--- src/rtl/mont_sub_res_correction.sv ---
`timescale 1ns/1ps
// mont_sub_res_correction
//   Fix-up stage behind the pipelined Montgomery subtraction multiplier. When
//   the multiplier reports a negative result, this block walks the packed
//   result memory once, adds the prime p digit-serially (ripple carry across
//   entries) and writes every entry back in place. Non-negative results are
//   acknowledged after a single cycle with no memory traffic.
//
//   Entry packing (result and prime memories): entry i = {t[2i], t[2i+1]}, so
//   the upper field holds the less significant digit of the pair.
//
// Ports
//   clk, rst_n        clock, asynchronous active-low reset
//   start             one-cycle request pulse, ignored while busy
//   neg_in            negative-result flag, sampled with an accepted start
//   busy              high from the cycle after start through the done cycle
//   done              one-cycle completion pulse
//   res_rd_en/addr    result memory read port (data on res_dout, 1-cycle latency)
//   res_wr_en/addr    result memory write port, corrected entry on res_din
//   p_rd_en/addr      prime memory read port, mirrors the result read port
//   p_dout            prime read data, 1-cycle latency
//   range_err         (MONT_CORR_CHECK_EN only) set with done when the
//                     negative path ended with final carry 0
//
// Build option
//   MONT_CORR_CHECK_EN  adds the range_err output
module mont_sub_res_correction #(
  parameter int RADIX             = 32,
  parameter int WIDTH_REAL        = 14,
  parameter int WIDTH             = ((WIDTH_REAL + 1) / 2) * 2,
  parameter int RES_MEM_DEPTH     = WIDTH / 2,
  parameter int RES_MEM_DEPTH_LOG = (RES_MEM_DEPTH > 1) ? $clog2(RES_MEM_DEPTH) : 1
) (
  input  logic                         clk,
  input  logic                         rst_n,
  input  logic                         start,
  input  logic                         neg_in,
  output logic                         busy,
  output logic                         done,
`ifdef MONT_CORR_CHECK_EN
  output logic                         range_err,
`endif
  output logic                         res_rd_en,
  output logic [RES_MEM_DEPTH_LOG-1:0] res_rd_addr,
  input  logic [2*RADIX-1:0]           res_dout,
  output logic                         res_wr_en,
  output logic [RES_MEM_DEPTH_LOG-1:0] res_wr_addr,
  output logic [2*RADIX-1:0]           res_din,
  output logic                         p_rd_en,
  output logic [RES_MEM_DEPTH_LOG-1:0] p_rd_addr,
  input  logic [2*RADIX-1:0]           p_dout
);

  localparam logic [RES_MEM_DEPTH_LOG-1:0] LAST_ADDR =
    RES_MEM_DEPTH_LOG'(RES_MEM_DEPTH - 1);
  localparam logic ODD_REAL = (WIDTH_REAL % 2) != 0;

  typedef enum logic [1:0] {IDLE, READ, PASS, DRAIN} state_t;

  state_t                       state, state_d;
  logic [RES_MEM_DEPTH_LOG-1:0] rd_addr;
  logic [1:0]                   drain_cnt;

  // pipeline: v1/a1 = read issued, v2/a2 = operands registered, v3/a3 = sum registered
  logic                         v1, v2, v3;
  logic [RES_MEM_DEPTH_LOG-1:0] a1, a2, a3;
  logic [2*RADIX-1:0]           t_q, p_q, sum_q;
  logic                         carry_q;

  logic                         cin, is_pad, cout;
  logic [RADIX:0]               s0, s1;
  logic [2*RADIX-1:0]           sum_d;

  // ---------------- control FSM ----------------
  always_ff @(posedge clk or negedge rst_n) begin
    if (!rst_n) begin
      state     <= IDLE;
      rd_addr   <= '0;
      drain_cnt <= '0;
    end else begin
      state     <= state_d;
      rd_addr   <= (state == READ && rd_addr != LAST_ADDR) ?
                   rd_addr + RES_MEM_DEPTH_LOG'(1) : '0;
      drain_cnt <= (state == DRAIN) ? drain_cnt + 2'd1 : '0;
    end
  end

  // DRAIN spans two wait cycles for the tail of the pipeline plus the done
  // cycle, so busy stays high through done on both paths.
  always_comb begin
    state_d   = state;
    busy      = 1'b0;
    done      = 1'b0;
    res_rd_en = 1'b0;
    case (state)
      IDLE: begin
        if (start) state_d = neg_in ? READ : PASS;
      end
      READ: begin
        busy      = 1'b1;
        res_rd_en = 1'b1;
        if (rd_addr == LAST_ADDR) state_d = DRAIN;
      end
      PASS: begin
        busy    = 1'b1;
        done    = 1'b1;
        state_d = IDLE;
      end
      DRAIN: begin
        busy = 1'b1;
        if (drain_cnt == 2'd2) begin
          done    = 1'b1;
          state_d = IDLE;
        end
      end
      default: state_d = IDLE;
    endcase
  end

  assign res_rd_addr = rd_addr;
  assign p_rd_en     = res_rd_en;
  assign p_rd_addr   = rd_addr;

  // ---------------- add stage ----------------
  // Upper field carries the lower digit, so it is summed first.
  always_comb begin
    cin    = (a2 == '0) ? 1'b0 : carry_q;
    is_pad = ODD_REAL && (a2 == LAST_ADDR);
    s0     = {1'b0, t_q[2*RADIX-1:RADIX]} + {1'b0, p_q[2*RADIX-1:RADIX]} +
             {{RADIX{1'b0}}, cin};
    s1     = {1'b0, t_q[RADIX-1:0]} + {1'b0, p_q[RADIX-1:0]} +
             {{RADIX{1'b0}}, s0[RADIX]};
    sum_d  = {s0[RADIX-1:0], s1[RADIX-1:0]};
    cout   = s1[RADIX];
    if (is_pad) begin
      sum_d = {s0[RADIX-1:0], {RADIX{1'b0}}};
      cout  = s0[RADIX];
    end
  end

  always_ff @(posedge clk or negedge rst_n) begin
    if (!rst_n) begin
      v1      <= 1'b0;
      v2      <= 1'b0;
      v3      <= 1'b0;
      a1      <= '0;
      a2      <= '0;
      a3      <= '0;
      t_q     <= '0;
      p_q     <= '0;
      sum_q   <= '0;
      carry_q <= 1'b0;
    end else begin
      v1 <= res_rd_en;
      a1 <= rd_addr;
      v2 <= v1;
      a2 <= a1;
      v3 <= v2;
      a3 <= a2;
      if (v1) begin
        t_q <= res_dout;
        p_q <= p_dout;
      end
      if (v2) begin
        sum_q   <= sum_d;
        carry_q <= cout;
      end
    end
  end

  assign res_wr_en   = v3;
  assign res_wr_addr = a3;
  assign res_din     = sum_q;

`ifdef MONT_CORR_CHECK_EN
  // Final carry of the last entry lands one cycle ahead of done.
  always_ff @(posedge clk or negedge rst_n) begin
    if (!rst_n) begin
      range_err <= 1'b0;
    end else if (state == IDLE && start) begin
      range_err <= 1'b0;
    end else if (v2 && a2 == LAST_ADDR) begin
      range_err <= ~cout;
    end
  end
`endif

endmodule

--- config.mk ---
export PLATFORM = sky130hd
export DESIGN_NAME = mont_sub_res_correction
export DESIGN_NICKNAME = d
export VERILOG_FILES = /design/src/rtl/mont_sub_res_correction.sv
export SDC_FILE = /design/constraint.sdc
export NUM_CORES = 1
export LEC_CHECK = 0
export CAP_MARGIN = 20
export CORE_MARGIN = 1.5
export CORE_UTILIZATION = 53
export CTS_CLUSTER_DIAMETER = 100
export DETAILED_ROUTE_END_ITERATION = 16
export PLACE_DENSITY_LB_ADDON = 0.12
export SYNTH_ARGS = -nofsm -noshare
export SYNTH_HDL_FRONTEND = slang
export SYNTH_SLANG_ARGS = --single-unit
--- constraint.sdc ---
create_clock -name clk -period 5.7 [get_ports clk]
set_input_delay 0.57 -clock clk [delete_from_list [all_inputs] [get_ports clk]]
set_output_delay 0.57 -clock clk [all_outputs]
set_load 0.03 [all_outputs]
**Word-level counts from Yosys, hierarchy flattened**

Cells that the tools add are included.

- Flip-flop bits (word level): 212
- Input bits: 132
- Output and inout bits: 78
- Logic and storage cells: 45

- $add $sub $neg: 6
- Equal/unequal tests: 9
- Muxes and demuxes: 12
- Reduce and logical (&&, ||, !) cells: 5

Operators by type and width:

| operator | count |
|---|---|
| 32-bit by 32-bit adder with 33-bit output | 2 |
| 33-bit by 1-bit adder with 33-bit output | 2 |
| 2-bit two-way mux | 5 |
| 2-bit one-hot mux with 4 select lines | 1 |
| 2-bit == test, second input constant | 3 |
| 1-bit two-way mux | 4 |
| 2-bit by 1-bit != test with 1-bit output, second input constant | 2 |
| 3-bit by 1-bit adder with 3-bit output, second input constant | 1 |
| 3-bit == test, second input constant | 1 |
| 3-bit logical NOT | 1 |
| 3-bit two-way mux | 1 |
| 3-bit != test, second input constant | 1 |
| 3-bit AND reduction | 1 |
| 3-bit OR reduction | 1 |
| 2-bit by 1-bit adder with 2-bit output, second input constant | 1 |
| 2-bit by 1-bit == test with 1-bit output, second input constant | 1 |
| 2-bit logical NOT | 1 |
| 2-bit != test, second input constant | 1 |
| 1-bit one-hot mux with 2 select lines | 1 |
| 1-bit logical AND | 1 |

**Depth between registers and ports, before layout**

Gate-level depths: netlist of run 1.

- Depth in word-level cells: 4
- Depth in mapped cells: 22
- Depth with buffers taken out: 22

**Worst setup path after synthesis of run 1**

No wires, ideal clock.

- Kind: reg2reg
- From: register a2[1]
- To: register sum_q[26] (netlist: res_din[26])
- Setup time: 0.125 ns
- Arrival time: 5.015 ns
- Data required time: 5.575 ns
- Slack: 0.560 ns
- Cell stages (with the launch flop): 23
- Period minus slack after synthesis: 5.140 ns
- Cell sequence: dfrtp_1 -> o31a_1 -> fa_1 -> fa_1 -> a211oi_1 -> o21ai_2 -> nand4_1 -> a211oi_1 -> o21bai_2 -> o31a_1 -> o21ai_0 -> a21oi_1 -> fa_1 -> inv_1 -> fa_1 -> a211oi_1 -> o211ai_1 -> a41oi_2 -> o21ai_1 -> a211oi_2 -> o21ai_1 -> xor2_1 -> mux2_2

- Longest elaborated chain between the ends: 4

Ends and longest elaborated chain:

| element | line | RTL |
|---|---|---|
| from (decl) | 66 | `logic [RES_MEM_DEPTH_LOG-1:0] a1, a2, a3;` |
| from (signal assigned) | 147 | `a2 <= '0;` |
| from (signal assigned) | 157 | `a2 <= a1;` |
| 3-bit logical NOT | 127 | `cin = (a2 == '0) ? 1'b0 : carry_q;` |
| 1-bit two-way mux | 127 |  |
| 33-bit by 1-bit adder with 33-bit output | 129 | `s0 = {1'b0, t_q[2*RADIX-1:RADIX]} + {1'b0, p_q[2*RADIX-1:RADIX]} +` |
| 33-bit by 1-bit adder with 33-bit output | 131 | `s1 = {1'b0, t_q[RADIX-1:0]} + {1'b0, p_q[RADIX-1:0]} +` |
| to (signal assigned) | 165 | `sum_q <= sum_d;` |
| to (decl) | 67 | `logic [2*RADIX-1:0] t_q, p_q, sum_q;` |

Every way passes these cells.
A chain may end at the register's enable or synchronous reset.

**Final worst setup path of run 1**

- From: register a2[1]
- To: register sum_q[30] (netlist: res_din[30])

The elaborated chain is that of the path after synthesis.

==> results.json, run 1 <==
{
  "fmax_mhz": 189,
  "fin_crit_sh": 0.929,
  "slew_violations": 0,
  "synth_warnings": 0,
  "synth_nets": 1151,
  "syn-instance-count": 950,
  "cts_buffers": 24,
  "area_growth_syn_to_layout_pct": 28.5,
  "ios": 210,
  "drive_above_1_share": 0.224,
  "die-area_um2": 22100,
  "synth_common_cells": "dfrtp_1, mux2_2, ha_1",
  "cts_tree": "done",
  "hold_viol_final": 0,
  "vias": 8051,
  "fin_worst_skew_ns": 0.00777,
  "hp-class": "in -> async",
  "placedCellCount": 1395,
  "ys_ff_latch": 212,
  "ys_types": 76,
  "ant_nets": 0,
  "syn_area_um2": 11300,
  "synth-edff-count": 0,
  "arrival_ns": 5.69,
  "synth_area_leaders": "dfrtp_1, mux2_2, ha_1",
  "cap_viol_max_count": 0,
  "status": "finished, final reports clean",
  "grt_max_degree": 120,
  "routabilityCongestion": 0.890,
  "dp_slack_ns": -0.0221,
  "root_buffer": "clkbuf_16",
  "cp-start-kind": "register",
  "drc_errors": 0,
  "grt_pass1_wl_mm": 40.9,
  "drtIter0Drc": 289,
  "diodes": 0,
  "setup_viol": 0,
  "start_util": 0.538,
  "worst_slew_pin_slew_ns": 0.953,
  "rsz0062_at_grt": "no",
  "clockBufferDepth": 3,
  "n_fill_cell": 1561,
  "fin_nets": 1352,
  "worstPathRequired_ns": 6.10,
  "yosysMostFrequentCell": "dfrtp_1",
  "cts.reportedPaths.clkPinSlew_ns": 0.06,
  "synth.largest_area_cell": "dfrtp_1",
  "cpPeakStageDelay_ns": 0.41,
  "synth_ff_type": "dfrtp_1",
  "slew_headroom": 0.364,
  "via_per_inst": 5.58,
  "multiInputGateArea_um2": 5710,
  "routed_wl_mm": 25.1,
  "crit_chain": "o31a_1 -> fa_2 -> fa_2 -> a211oi_4 -> o21ai_4 -> nand4_1 -> a211oi_1 -> o21bai_2 -> o31a_1 -> o21ai_0 -> a21oi_2 -> fa_2 -> inv_1 -> fa_2 -> a211oi_2 -> o211ai_1 -> a41oi_2 -> buf_4 -> o21ai_2 -> a211oi_2 -> o41ai_2 -> xor2_1 -> mux2_2",
  "wl_per_cell_um": 17.4,
  "grt_pass1_vias": 8043,
  "crit_type": "reg -> reg",
  "cp_max_fo": 4,
  "crit_slowest_cell": "fa_2",
  "endpoint_kind": "register",
  "grt_overflow_total": 0,
  "die_height_um": 149,
  "grt.total_usage": 0.228,
  "synth-async-reset-ratio": 1.00,
  "drt_first_pass_iters": 4,
  "rows": 53,
  "hpwlAfterDp_mm": 17.9,
  "setup_ws_ns": 0.406,
  "crit_top_cell": "fa_2",
  "syn_area_per_cell_um2": 11.9,
  "clk_latency_ns": 0.52,
  "die_w_um": 149,
  "final_cells": 1443,
  "core_region_area_um2": 21000,
  "synth_top_area_frac": 0.471,
  "antenna_found_initial": 0,
  "postCtsHoldBufs": 0,
  "ctsHtreeMaxLevel": 1,
  "cts.sinks": 212,
  "setup-tns-final_ns": 0,
  "post-route-min-period_ns": 5.29,
  "yosysSeqAreaShare": 0.471,
  "seq_area_um2": 5310,
  "io_buffer_count": 209
}
placed cells by master (no fill, tap or decap), types with 4 or more instances in the layout:
master             n
xor2_1            16
a21o_1            34
a21oi_1           60
clkbuf_1           4
nor2b_1            4
inv_1             29
nand2_1           46
o21a_1             6
buf_4              9
clkbuf_16         25
a211oi_1           5
dfrtp_1          210
xnor2_1           38
nor3_1             4
o21ai_0           36
nor4_1             4
mux2_2           175
nand4_1           18
nand3_1           13
o21bai_1           7
clkdlybuf4s50_1  208
o211ai_1           5
and3_1             7
o21ai_1            5
nor2_1            34
a21oi_2            4
clkbuf_8           6
fa_2               4
ha_1              65
o31a_1             5
path summary, 6_finish.rpt:
path / from / endpoint / slack [ns] / depth (start not counted)
setup / recovery: a2[1] / res_din[30] / 0.41 / 23
hold / removal: rst_n / res_din[11] / 0.03 / 1
setup reg to reg: a2[1] / res_din[30] / 0.41 / 23
hold reg to reg: a1[2] / a2[2] / 0.35 / 0
max in group asynchronous: rst_n / v1 / 4.53 / 2
min in group clk: a1[2] / a2[2] / 0.35 / 0
what timing repair did:
action,CTS,global route
buffers inserted,0,5
pin swaps,0,9
endpoints found under the setup margin,3,9
resized for setup,1,10
hold endpoints to repair,0,0
layer usage:
layer	GRT usage	routed length [µm]	up-vias
met3	0.0297	1040	44
met4	0.0752	732	0
met2	0.372	11700	178
li1	-	-	3886
met5	0	0	-
met1	0.318	11600	3943
through the flow:
stage	util	cell area, µm²	hold slack [ns]
global placement	0.648	13600	0.335
CTS	0.687	14400	0.0690
detailed placement	0.648	13600	0.336
global route	0.691	14500	0.111
finish	0.691	14500	0.0306
floorplan	-	11300	0.274
critical path, delay by kind of cell (launching register included):
kind / cells / cell delay (ns)
multiplexers: 1 / 0.27
adder cells (fa/ha/maj): 4 / 1.38
flip-flops: 1 / 0.37
AO/OA/AOI/OAI: 14 / 2.66
buffers and inverters: 2 / 0.21
XOR/XNOR: 1 / 0.16
AND/OR/NAND/NOR: 1 / 0.12
sequential cells by signal, indices dropped and copies added, names as in the netlist:
signal / count
res_din: 64
a2: 3
t_q: 64
p_rd_addr: 3
drain_cnt: 2
v1: 1
state: 2
a1: 3
res_wr_en: 1
carry_q: 1
v2: 1
p_q: 64
res_wr_addr: 3
cells by family (layout without fill, tap and decap cells):
logic type,count (synthesis),count (layout),share of synthesized area
flops,212,212,0.471
mux,176,176,0.176
fa+ha+maj,69,69,0.0793
compound gates,219,219,0.141
simple gates,147,147,0.0641
xor+xnor,54,54,0.0420
buf+inv,73,291,0.0270
layout make-up:
type / count / share of cell area
Timing Repair Buffer: 219 / 0.151
Clock inverter: 8 / 0.00700
Clock buffer: 35 / 0.0499
Tap cell: 275 / 0.0238
Sequential cell: 212 / 0.367
Multi-Input combinational cell: 665 / 0.394
Inverter: 29 / 0.00752
Power of run 1 is not shown: default switching activity piles up to over one toggle a cycle in this logic, so the estimate is an artifact.
==> run 2: changes to the inputs <==
- CAP_MARGIN: 20 -> not set
- PLACE_DENSITY_LB_ADDON: 0.12 -> 0.05
==> run 2 against run 1 <==
Effect of this change:
- global-route usage is 0.59 points higher
- non-clock buffer count grew 2
- critical path type unchanged
- worst hold slack gained 0.098 ns
- critical path depth unchanged
- die area unchanged
- clock-buffer cell count is the same
- maximum frequency decreased by 1.9%
- via count is 1.5% higher
==> results.json, run 2 (synthesized netlist as in run 1, its figures left out) <==
{
  "ctsHtreeMaxLevel": 1,
  "setup-tns-final_ns": 0,
  "wl_per_cell_um": 17.8,
  "cp_max_fo": 4,
  "die-area_um2": 22100,
  "final_cells": 1444,
  "grt_pass1_vias": 8281,
  "layout_commonest_cell": "dfrtp_1",
  "rsz0062_at_grt": "no",
  "ios": 210,
  "routed_wl_mm": 25.7,
  "fin_crit_sh": 0.947,
  "worstPathRequired_ns": 6.10,
  "cts.sinks": 212,
  "hold_viol_final": 0,
  "grt_pass1_wl_mm": 41.7,
  "grt.total_usage": 0.234,
  "antenna_found_initial": 2,
  "cts_tree": "done",
  "clk_latency_ns": 0.52,
  "rows": 53,
  "drtIter0Drc": 422,
  "io_buffer_count": 209,
  "dpl-instance-area_um2": 13600,
  "routabilityCongestion": 0.856,
  "stdcell_area_um2": 14400,
  "critPathTopFamily": "compound AO/OA/AOI/OAI gates",
  "status": "finished, final reports clean",
  "cts_buffers": 24,
  "slew_headroom": 0.377,
  "crit_chain": "o31a_1 -> fa_2 -> fa_2 -> a211oi_4 -> o21ai_4 -> nand4_1 -> a211oi_1 -> o21bai_2 -> o31a_1 -> o21ai_0 -> a21oi_1 -> fa_2 -> inv_1 -> fa_2 -> a211oi_2 -> o211ai_1 -> a41oi_2 -> buf_4 -> o211ai_2 -> o2111ai_1 -> nand3_1 -> xnor2_1 -> mux2_2",
  "area_growth_syn_to_layout_pct": 27.9,
  "cp-start-kind": "register",
  "dp_slack_ns": -0.00237,
  "crit_slowest_cell": "fa_2",
  "die_height_um": 149,
  "core_region_area_um2": 21000,
  "cpPeakStageDelay_ns": 0.41,
  "cap_viol_max_count": 0,
  "hp-class": "in -> async",
  "hpwlAfterDp_mm": 18.3,
  "die_w_um": 149,
  "fin_nets": 1354,
  "fin_worst_skew_ns": 0.0138,
  "postCtsHoldBufs": 0,
  "drc_errors": 0,
  "crit_type": "reg -> reg",
  "setup_viol": 0,
  "placedCellCount": 1397,
  "endpoint_kind": "register",
  "root_buffer": "clkbuf_16",
  "grt_max_degree": 106,
  "grt_overflow_total": 0,
  "fmax_mhz": 185,
  "drt_first_pass_iters": 4,
  "post-route-min-period_ns": 5.40,
  "via_per_inst": 5.66,
  "start_util": 0.538,
  "layout_common_cells": "dfrtp_1, clkdlybuf4s50_1, mux2_2, ha_1, a21oi_1",
  "clockBufferDepth": 3,
  "cts.reportedPaths.clkPinSlew_ns": 0.06,
  "worst_slew_pin_slew_ns": 0.935,
  "arrival_ns": 5.80,
  "drive_above_1_share": 0.219,
  "crit_top_cell": "fa_2",
  "ant_nets": 0,
  "setup_ws_ns": 0.302,
  "vias": 8171,
  "slew_violations": 0,
  "timing.critical_path.buf_inv": 2
}
-- run 2: worst register-to-register path, delay by kind of cell, from the launching register on --
kind	cells	cell delay [ns]
and+or+nand+nor	2	0.26
xor gates and xnor gates	1	0.15
DFF	1	0.38
buffers and inverters	2	0.23
muxes	1	0.25
AOI/OAI and AO/OA	13	2.62
adders and majority gates	4	1.41
-- run 2: final cells by class --
class / count / area (µm²)
fillers: 1577 / 6540
multi-input cells: 665 / 5690
flip-flops and latches: 212 / 5310
repair buffers: 221 / 2190
clock buffers: 35 / 693
well taps: 275 / 344
inverters: 29 / 109
clock inverters: 5 / 75.1
diodes: 2 / 5.00
-- run 2: final timing paths --
path / start / endpoint / slack, ns / cells past startpoint
setup / recovery: a2[1] / res_din[28] / 0.30 / 23
hold reg to reg: a2[0] / res_wr_addr[0] / 0.38 / 0
min in group clk: a2[0] / res_wr_addr[0] / 0.38 / 0
setup reg to reg: a2[1] / res_din[28] / 0.30 / 23
hold / removal: rst_n / t_q[6] / 0.13 / 1
max in group asynchronous: rst_n / a1[2] / 4.31 / 2
-- run 2: what timing repair did --
item,in CTS,in global routing
endpoints found under the setup margin,2,9
buffers inserted,0,5
pin swaps,1,10
resized for setup,0,8
-- run 2: routing by layer --
layer | up-vias | GRT usage | part of all wire
met2 | 228 | 0.384 | 0.47
met1 | 3988 | 0.322 | 0.45
met4 | 2 | 0.0733 | 0.030
met5 | - | 0 | 0.00051
met3 | 49 | 0.0346 | 0.048
li1 | 3904 | - | -
-- run 2: through the flow --
| stage | hold slack (ns) | utilization |
|---|---|---|
| CTS | 0.143 | 0.684 |
| finish | 0.128 | 0.688 |
| global route | 0.190 | 0.688 |
| detailed placement | 0.370 | 0.648 |
| global placement | 0.358 | 0.648 |
| floorplan | 0.274 | - |
Power of run 2 is left out for the same reason.
